==> config.mk <==
export PLATFORM = sky130hd
export DESIGN_NAME = cache_access_arbiter
export DESIGN_NICKNAME = d
export VERILOG_FILES = /design/src/rtl/cache_arb_pkg.sv /design/src/rtl/sat_counter.sv /design/src/rtl/cache_access_arbiter.sv
export SDC_FILE = /design/constraint.sdc
export NUM_CORES = 1
export LEC_CHECK = 0
export ABC_CLOCK_PERIOD_IN_PS = 2800
export CAP_MARGIN = 10
export CORE_MARGIN = 2
export CORE_UTILIZATION = 47
export CTS_CLUSTER_SIZE = 25
export DETAILED_ROUTE_END_ITERATION = 10
export PLACE_DENSITY = 0.84
export SLEW_MARGIN = 15
export SYNTH_ARGS = -nofsm -noshare
export SYNTH_HDL_FRONTEND = slang
export SYNTH_SLANG_ARGS = --single-unit
==> constraint.sdc <==
create_clock -name clk -period 2.8 [get_ports clk]
set_clock_uncertainty 0.05 [all_clocks]
set_input_delay 0.56 -clock clk [delete_from_list [all_inputs] [get_ports clk]]
set_output_delay 0.56 -clock clk [all_outputs]
set_load 0.01 [all_outputs]
==> src/rtl/cache_arb_pkg.sv <==
// Shared types and constants for the cache access arbiter.
package cache_arb_pkg;

  typedef enum logic {
    ST_IDLE = 1'b0,
    ST_BUSY = 1'b1
  } state_e;

  localparam logic PORT_IF   = 1'b0;
  localparam logic PORT_DATA = 1'b1;

endpackage

==> src/rtl/sat_counter.sv <==
// Saturating up-counter with synchronous clear; clear beats increment.
module sat_counter #(
  parameter int WIDTH = 16
) (
  input  logic             clk,
  input  logic             rstn,
  input  logic             inc,
  input  logic             clr,
  output logic [WIDTH-1:0] cnt
);

  logic [WIDTH-1:0] cnt_q;
  logic [WIDTH-1:0] cnt_d;

  // Next count: clear first, otherwise step unless already at all-ones.
  always_comb begin
    cnt_d = cnt_q;
    if (clr) begin
      cnt_d = '0;
    end else if (inc && (cnt_q != {WIDTH{1'b1}})) begin
      cnt_d = cnt_q + 1'b1;
    end
  end

  // Count register.
  always_ff @(posedge clk or negedge rstn) begin
    if (!rstn) begin
      cnt_q <= '0;
    end else begin
      cnt_q <= cnt_d;
    end
  end

  assign cnt = cnt_q;

endmodule

==> src/rtl/cache_access_arbiter.sv <==
// Two-port round-robin sequencer in front of the set-associative cache.
// The winning request is latched in IDLE and held on the cache port until
// the cache reports a hit, so miss/write-back handling sees stable inputs.
module cache_access_arbiter
  import cache_arb_pkg::*;
#(
  parameter int DATA_WIDTH = 32,
  parameter int ADDR_WIDTH = 10,
  parameter int CNT_WIDTH  = 16
) (
  input  logic                  clk,
  input  logic                  rstn,
  input  logic                  p0_req,
  input  logic                  p1_req,
  input  logic                  p0_we,
  input  logic                  p1_we,
  input  logic [ADDR_WIDTH-1:0] p0_addr,
  input  logic [ADDR_WIDTH-1:0] p1_addr,
  input  logic [DATA_WIDTH-1:0] p0_wdata,
  input  logic [DATA_WIDTH-1:0] p1_wdata,
  output logic                  p0_done,
  output logic                  p1_done,
  output logic [DATA_WIDTH-1:0] p0_rdata,
  output logic [DATA_WIDTH-1:0] p1_rdata,
  output logic                  cache_mem_en,
  output logic                  cache_we,
  output logic [ADDR_WIDTH-1:0] cache_addr,
  output logic [DATA_WIDTH-1:0] cache_din,
  input  logic                  cache_hit,
  input  logic [DATA_WIDTH-1:0] cache_dout,
  input  logic                  clr_cnt,
  output logic [CNT_WIDTH-1:0]  access_cnt,
  output logic [CNT_WIDTH-1:0]  miss_cnt
);

  state_e                state_q, state_d;
  logic                  last_q, last_d;
  logic                  first_q, first_d;
  logic                  sel_q, sel_d;
  logic                  we_q, we_d;
  logic [ADDR_WIDTH-1:0] addr_q, addr_d;
  logic [DATA_WIDTH-1:0] wdata_q, wdata_d;
  logic                  p0_done_q, p0_done_d;
  logic                  p1_done_q, p1_done_d;
  logic [DATA_WIDTH-1:0] p0_rdata_q, p0_rdata_d;
  logic [DATA_WIDTH-1:0] p1_rdata_q, p1_rdata_d;

  logic p0_elig;
  logic p1_elig;
  logic grant;
  logic busy;

  // A port sitting in its own done cycle is not eligible, so a held request
  // cannot be granted twice for one transaction.
  assign p0_elig = p0_req && !p0_done_q;
  assign p1_elig = p1_req && !p1_done_q;
  assign grant   = (p0_elig && p1_elig) ? !last_q : p1_elig;
  assign busy    = (state_q == ST_BUSY);

  // Sequencer next-state: grant and latch in IDLE, wait for hit in BUSY.
  always_comb begin
    state_d    = state_q;
    last_d     = last_q;
    first_d    = first_q;
    sel_d      = sel_q;
    we_d       = we_q;
    addr_d     = addr_q;
    wdata_d    = wdata_q;
    p0_done_d  = 1'b0;
    p1_done_d  = 1'b0;
    p0_rdata_d = p0_rdata_q;
    p1_rdata_d = p1_rdata_q;
    case (state_q)
      ST_IDLE: begin
        if (p0_elig || p1_elig) begin
          sel_d   = grant;
          last_d  = grant;
          we_d    = (grant == PORT_DATA) ? p1_we    : p0_we;
          addr_d  = (grant == PORT_DATA) ? p1_addr  : p0_addr;
          wdata_d = (grant == PORT_DATA) ? p1_wdata : p0_wdata;
          first_d = 1'b1;
          state_d = ST_BUSY;
        end
      end
      ST_BUSY: begin
        if (cache_hit) begin
          state_d = ST_IDLE;
          if (sel_q == PORT_DATA) begin
            p1_done_d = 1'b1;
            if (!we_q) p1_rdata_d = cache_dout;
          end else begin
            p0_done_d = 1'b1;
            if (!we_q) p0_rdata_d = cache_dout;
          end
        end else begin
          first_d = 1'b0;
        end
      end
      default: state_d = ST_IDLE;
    endcase
  end

  // Sequencer registers; last resets to 1 so port 0 wins the first tie.
  always_ff @(posedge clk or negedge rstn) begin
    if (!rstn) begin
      state_q    <= ST_IDLE;
      last_q     <= 1'b1;
      first_q    <= 1'b0;
      sel_q      <= PORT_IF;
      we_q       <= 1'b0;
      addr_q     <= '0;
      wdata_q    <= '0;
      p0_done_q  <= 1'b0;
      p1_done_q  <= 1'b0;
      p0_rdata_q <= '0;
      p1_rdata_q <= '0;
    end else begin
      state_q    <= state_d;
      last_q     <= last_d;
      first_q    <= first_d;
      sel_q      <= sel_d;
      we_q       <= we_d;
      addr_q     <= addr_d;
      wdata_q    <= wdata_d;
      p0_done_q  <= p0_done_d;
      p1_done_q  <= p1_done_d;
      p0_rdata_q <= p0_rdata_d;
      p1_rdata_q <= p1_rdata_d;
    end
  end

  // Address and data stay parked on the last latched values while idle.
  assign cache_mem_en = busy;
  assign cache_we     = busy && we_q;
  assign cache_addr   = addr_q;
  assign cache_din    = wdata_q;
  assign p0_done      = p0_done_q;
  assign p1_done      = p1_done_q;
  assign p0_rdata     = p0_rdata_q;
  assign p1_rdata     = p1_rdata_q;

  sat_counter #(.WIDTH(CNT_WIDTH)) u_access_cnt (
    .clk  (clk),
    .rstn (rstn),
    .inc  (busy && cache_hit),
    .clr  (clr_cnt),
    .cnt  (access_cnt)
  );

  sat_counter #(.WIDTH(CNT_WIDTH)) u_miss_cnt (
    .clk  (clk),
    .rstn (rstn),
    .inc  (busy && first_q && !cache_hit),
    .clr  (clr_cnt),
    .cnt  (miss_cnt)
  );

endmodule

Word-level counts from Yosys, hierarchy flattened. Index checks and enable logic that the tools add are counted.

Add/sub/neg operators: 2. Equal/unequal tests: 4. Muxes and demuxes: 20. Bitwise gates (word level): 3. Reductions and logical operators: 20.

Operators by type and width (number): 16-bit 2-to-1 mux (4); 16-bit by 1-bit adder with 16-bit output (second input constant) (2); 32-bit 2-to-1 mux (1); 16-bit != test (second input constant) (2); 1-bit 2-to-1 mux (12); 10-bit 2-to-1 mux (1); 1-bit logical AND (9); 4-bit AND reduction (2); 1-bit logical NOT (4); 2-bit != test (second input constant) (2); 1-bit case mux with 2 select lines (2); 2-bit AND reduction (2); 2-bit nonzero test (2); 1-bit inverter (3); 1-bit logical OR (1).

Flip-flop bits (word level): 145. Input port bits: 124. Output and inout port bits: 142. Word-level logic and storage cells: 62.

Logic depth before layout (Yosys ltp).
Depth in word-level cells: 5. Mapped depth: 6. Depth with buffers taken out: 5.

Modules after synthesis. A second synthesis with hierarchy kept.

Cell total of the unflattened synthesis: 616. Area total of the unflattened synthesis: 7611.0 um^2.

Modules (own cells, without submodules): cache_access_arbiter (instances 1, cells an instance 420, area an instance 5726.7 um^2, seq. area each 2829.0 um^2); sat_counter (instances 2, cells an instance 98, area an instance 942.2 um^2, seq. area each 400.4 um^2).

Least setup slack after synthesis. OpenSTA, ideal clock, no wires.

Path type: register -> register. Start point: register u_access_cnt.cnt_q[0] (netlist: u_access_cnt.cnt[0]). End point: register u_access_cnt.cnt_q[10] (netlist: u_access_cnt.cnt[10]). Library setup time: 0.078 ns. Arrival: 1.770 ns. Required time: 2.672 ns. Path slack: 0.902 ns. Cell stages (with the launch flop): 6. Buffers on the path: 0. Period minus slack after synthesis: 1.898 ns. Cells stage by stage: dfrtp_1 -> ha_1 -> nand4_4 -> or3_4 -> or4_1 -> a21oi_1.

Cells in the longest elaborated chain, start to end: 3. Elaborated cells on any way between the ends: 6. Classes of those cells: 1 x add/sub; 1 x eq/ne; 2 x mux; 2 x reduce/logical.

Ends and longest elaborated chain: from (decl) (RTL line sat_counter.sv:12) `logic [WIDTH-1:0] cnt_q;`; from (signal assigned) (RTL line sat_counter.sv:30) `cnt_q <= cnt_d;`; 16-bit by 1-bit adder with 16-bit output or 16-bit != test (tied branches) (RTL line sat_counter.sv:21, sat_counter.sv:20); 16-bit 2-to-1 mux or 1-bit logical AND (tied branches) (RTL line sat_counter.sv:20) `end else if (inc && (cnt_q != {WIDTH{1'b1}})) begin`; 16-bit 2-to-1 mux or 2-bit nonzero test (tied branches).

Parallel ways exist; a longest one is shown, timed or not. The select of a mux whose other input is x is not followed. A chain may end at the register's enable or synchronous reset.

Worst setup path in the final report.
Start point: register state_q (netlist: cache_mem_en). End point: output cache_we.

Cells in the longest elaborated chain, start to end: 1.

Ends and longest elaborated chain: from (decl) (RTL line cache_access_arbiter.sv:36) `state_e state_q, state_d;`; from (signal assigned) (RTL line cache_access_arbiter.sv:118) `state_q <= state_d;`; 1-bit logical AND (RTL line cache_access_arbiter.sv:134) `assign cache_we = busy && we_q;`; to (decl) (RTL line cache_access_arbiter.sv:26) `output logic cache_we,`.

Every way passes these cells.

==> flow_summary.ini <==
[sta]
slew_headroom_pct = 47.5
period_minus_slack_ps = 2400
max_freq_ghz = 0.416
setup_viol = 0
finalCritPeriodShare_pct = 85.9
drv_slew = 0
layout_setup_ws_ps = 395
setup_tns_ps = 0
finalHoldViolCount = 0
max_slew.worst_pin.slew_ps = 788
rsz0062_at_grt = no

[worst_setup_path]
cp-end-kind = primary output
start_kind = flop
critical_path_class = flop to primary output
crit_arrival_ps = 1790
required_ps = 2190
path_max_fanout = 12
reg2regPathDepth = 4

[run]
maxCapViolCount = 0

[min_path]
hp-class = primary input to asynchronous set/reset pin

[grt]
grt_pass1_vias = 5875
grt_max_degree = 146
grt_pass1_wl_um = 30300
antenna_found_initial = 0
overflow = 0
grt_use_total_pct = 26.7

[place]
dp_slack_ps = 204
io_buffers = 265
dp_hpwl_um = 13500
gp_congestion = 0.868

[route]
detail_route.wl_per_cell_um = 18.8
drc = 0
first_pass_iters = 5
drt_iter0_markers = 463
ant_nets = 0
routed_wl_um = 18900
num_vias = 5586
viasPerCell = 5.54

[yosys]
ys_types = 52
yosysTopAreaCell = dfrtp_1
syn_nets = 679
synth.top_cell.area_share_pct = 55.6
avgSynthCellArea_um2 = 11.7
syn_inst = 553
yosysWarnings = 0
synth_area_mm2 = 0.00648
async_flop_share_pct = 100
ys_ff_latch = 145
synth_edf_count = 0
synth-main-ff-cell = dfrtp_1
ys_seq_area_share_pct = 56.0
ys_top_cells_by_area = dfrtp_1 (56%), mux2_2 (12%), mux2i_1 (7.0%), a21oi_1 (4.6%), nor2_1 (3.6%)

[pwr]
p_per_area_mw_per_mm2 = 958
p_leak_uw = 0.00422
ir_worst_vdd_mv = 0.485

[cts]
clk-insertion-delay-late_ps = 420
path_clk_slew_ps = 60
h-tree-depth = 4
post_cts.repair.setup_buffers = 0
root_buffer = clkbuf_16
cts.sinks = 145
cts_tree = yes
clockBufferDepth = 2
cts_resized = 0
cts_buffers = 17
ctsHoldBuffers = 0

[floorplanning]
die_y_um = 121
floorplan.initialDensity_pct = 48.5
ioPinCount = 266
die_area_mm2 = 0.0147
rows = 42
core-area_mm2 = 0.0133
die_w_um = 121

[layout]
most-common-layout-cells = clkdlybuf4s50_1 (264), dfrtp_1 (144), mux2_2 (67)
area_growth_pct = 54.0
nets = 945
drive_gt1_share_pct = 15.1
fillers = 895
final_common_cell = clkdlybuf4s50_1
n_antenna_cell = 0

[status]
status = finished clean
==> routing by layer <==
layer	up-vias	part of all wire, %	track usage [%]
met2	266	52	46.6
met4	0	4.3	13.7
met3	58	7.0	7.42
met5	-	0	0
met1	2716	36	29.8
li1	2546	-	-
==> flip-flops by register name (all words and copies together) (netlist names) <==
name              count
cache_mem_en          1
u_miss_cnt.cnt       16
p0_done               1
cache_addr           10
cache_din            32
sel_q                 1
last_q                1
we_q                  1
p0_rdata             32
p1_rdata             32
first_q               1
p1_done               1
u_access_cnt.cnt     16
==> synthesized netlist by cell type, types with 5 or more instances <==
master	instances
o21ai_0	8
nand4_1	8
mux2i_1	45
nand2_1	17
or4_1	8
a21oi_1	60
inv_1	7
mux2_2	67
and3_1	5
nor2_1	62
nand3_1	9
o31ai_1	7
and2_1	5
or3_1	6
nor3_1	11
dfrtp_1	144
clkbuf_1	14
buf_2	13
==> stage by stage <==
| step | hold WS [ps] | cells | power, uW | utilization [%] | area (um2) |
|---|---|---|---|---|---|
| after floorplan | 214 | 553 | 5000 | - | 6480 |
| after global placement | 409 | 976 | 7190 | 70.3 | 9380 |
| after detailed placement | 426 | 976 | 7330 | 70.3 | 9380 |
| after CTS | 245 | 1008 | 9640 | 74.8 | 9980 |
| after global routing | 267 | 1008 | 10100 | 74.8 | 9980 |
| final | 188 | 1008 | 9560 | 74.8 | 9980 |
==> path summary, 6_finish.rpt <==
kind                              start                   end  slack (ps)
setup / recovery           cache_mem_en              cache_we         400
hold / removal                     rstn           p1_rdata[5]         190
setup reg to reg           cache_mem_en  u_access_cnt.cnt[10]         550
hold reg to reg                   sel_q               p0_done         430
max in group asynchronous          rstn     u_miss_cnt.cnt[6]        1910
min in group clk                  sel_q               p0_done         430
==> area by class of cell <==
cell class	instances	area [um2]	share of cell area, %
inverter	7	26.3	0.263
clock inverter	8	103	1.03
multi-input combinational	373	2730	27.3
timing repair buffer	275	2780	27.8
tap	176	220	2.21
sequential	145	3630	36.4
clock buffer	24	492	4.93
==> power by group <==
part / total (uW) / internal (uW) / switching [uW]
Sequential: 3410 / 2920 / 487
Clock: 2250 / 1410 / 845
Combinational: 3900 / 2240 / 1660
==> critical path, stage by stage, from the launching register on <==
cell             delay (ps)
dfrtp_1                 620
and2_1                  190
clkdlybuf4s50_1         560
==> kinds of logic after synthesis <==
family	share of synthesized area, %
and+or+nand+nor	13.9
buffers and inverters	2.28
AOI/OAI and AO/OA	8.61
DFF	56.0
muxes	18.8
adders and majority gates	0.386
Note: power is estimated with default switching activity, not from simulation.
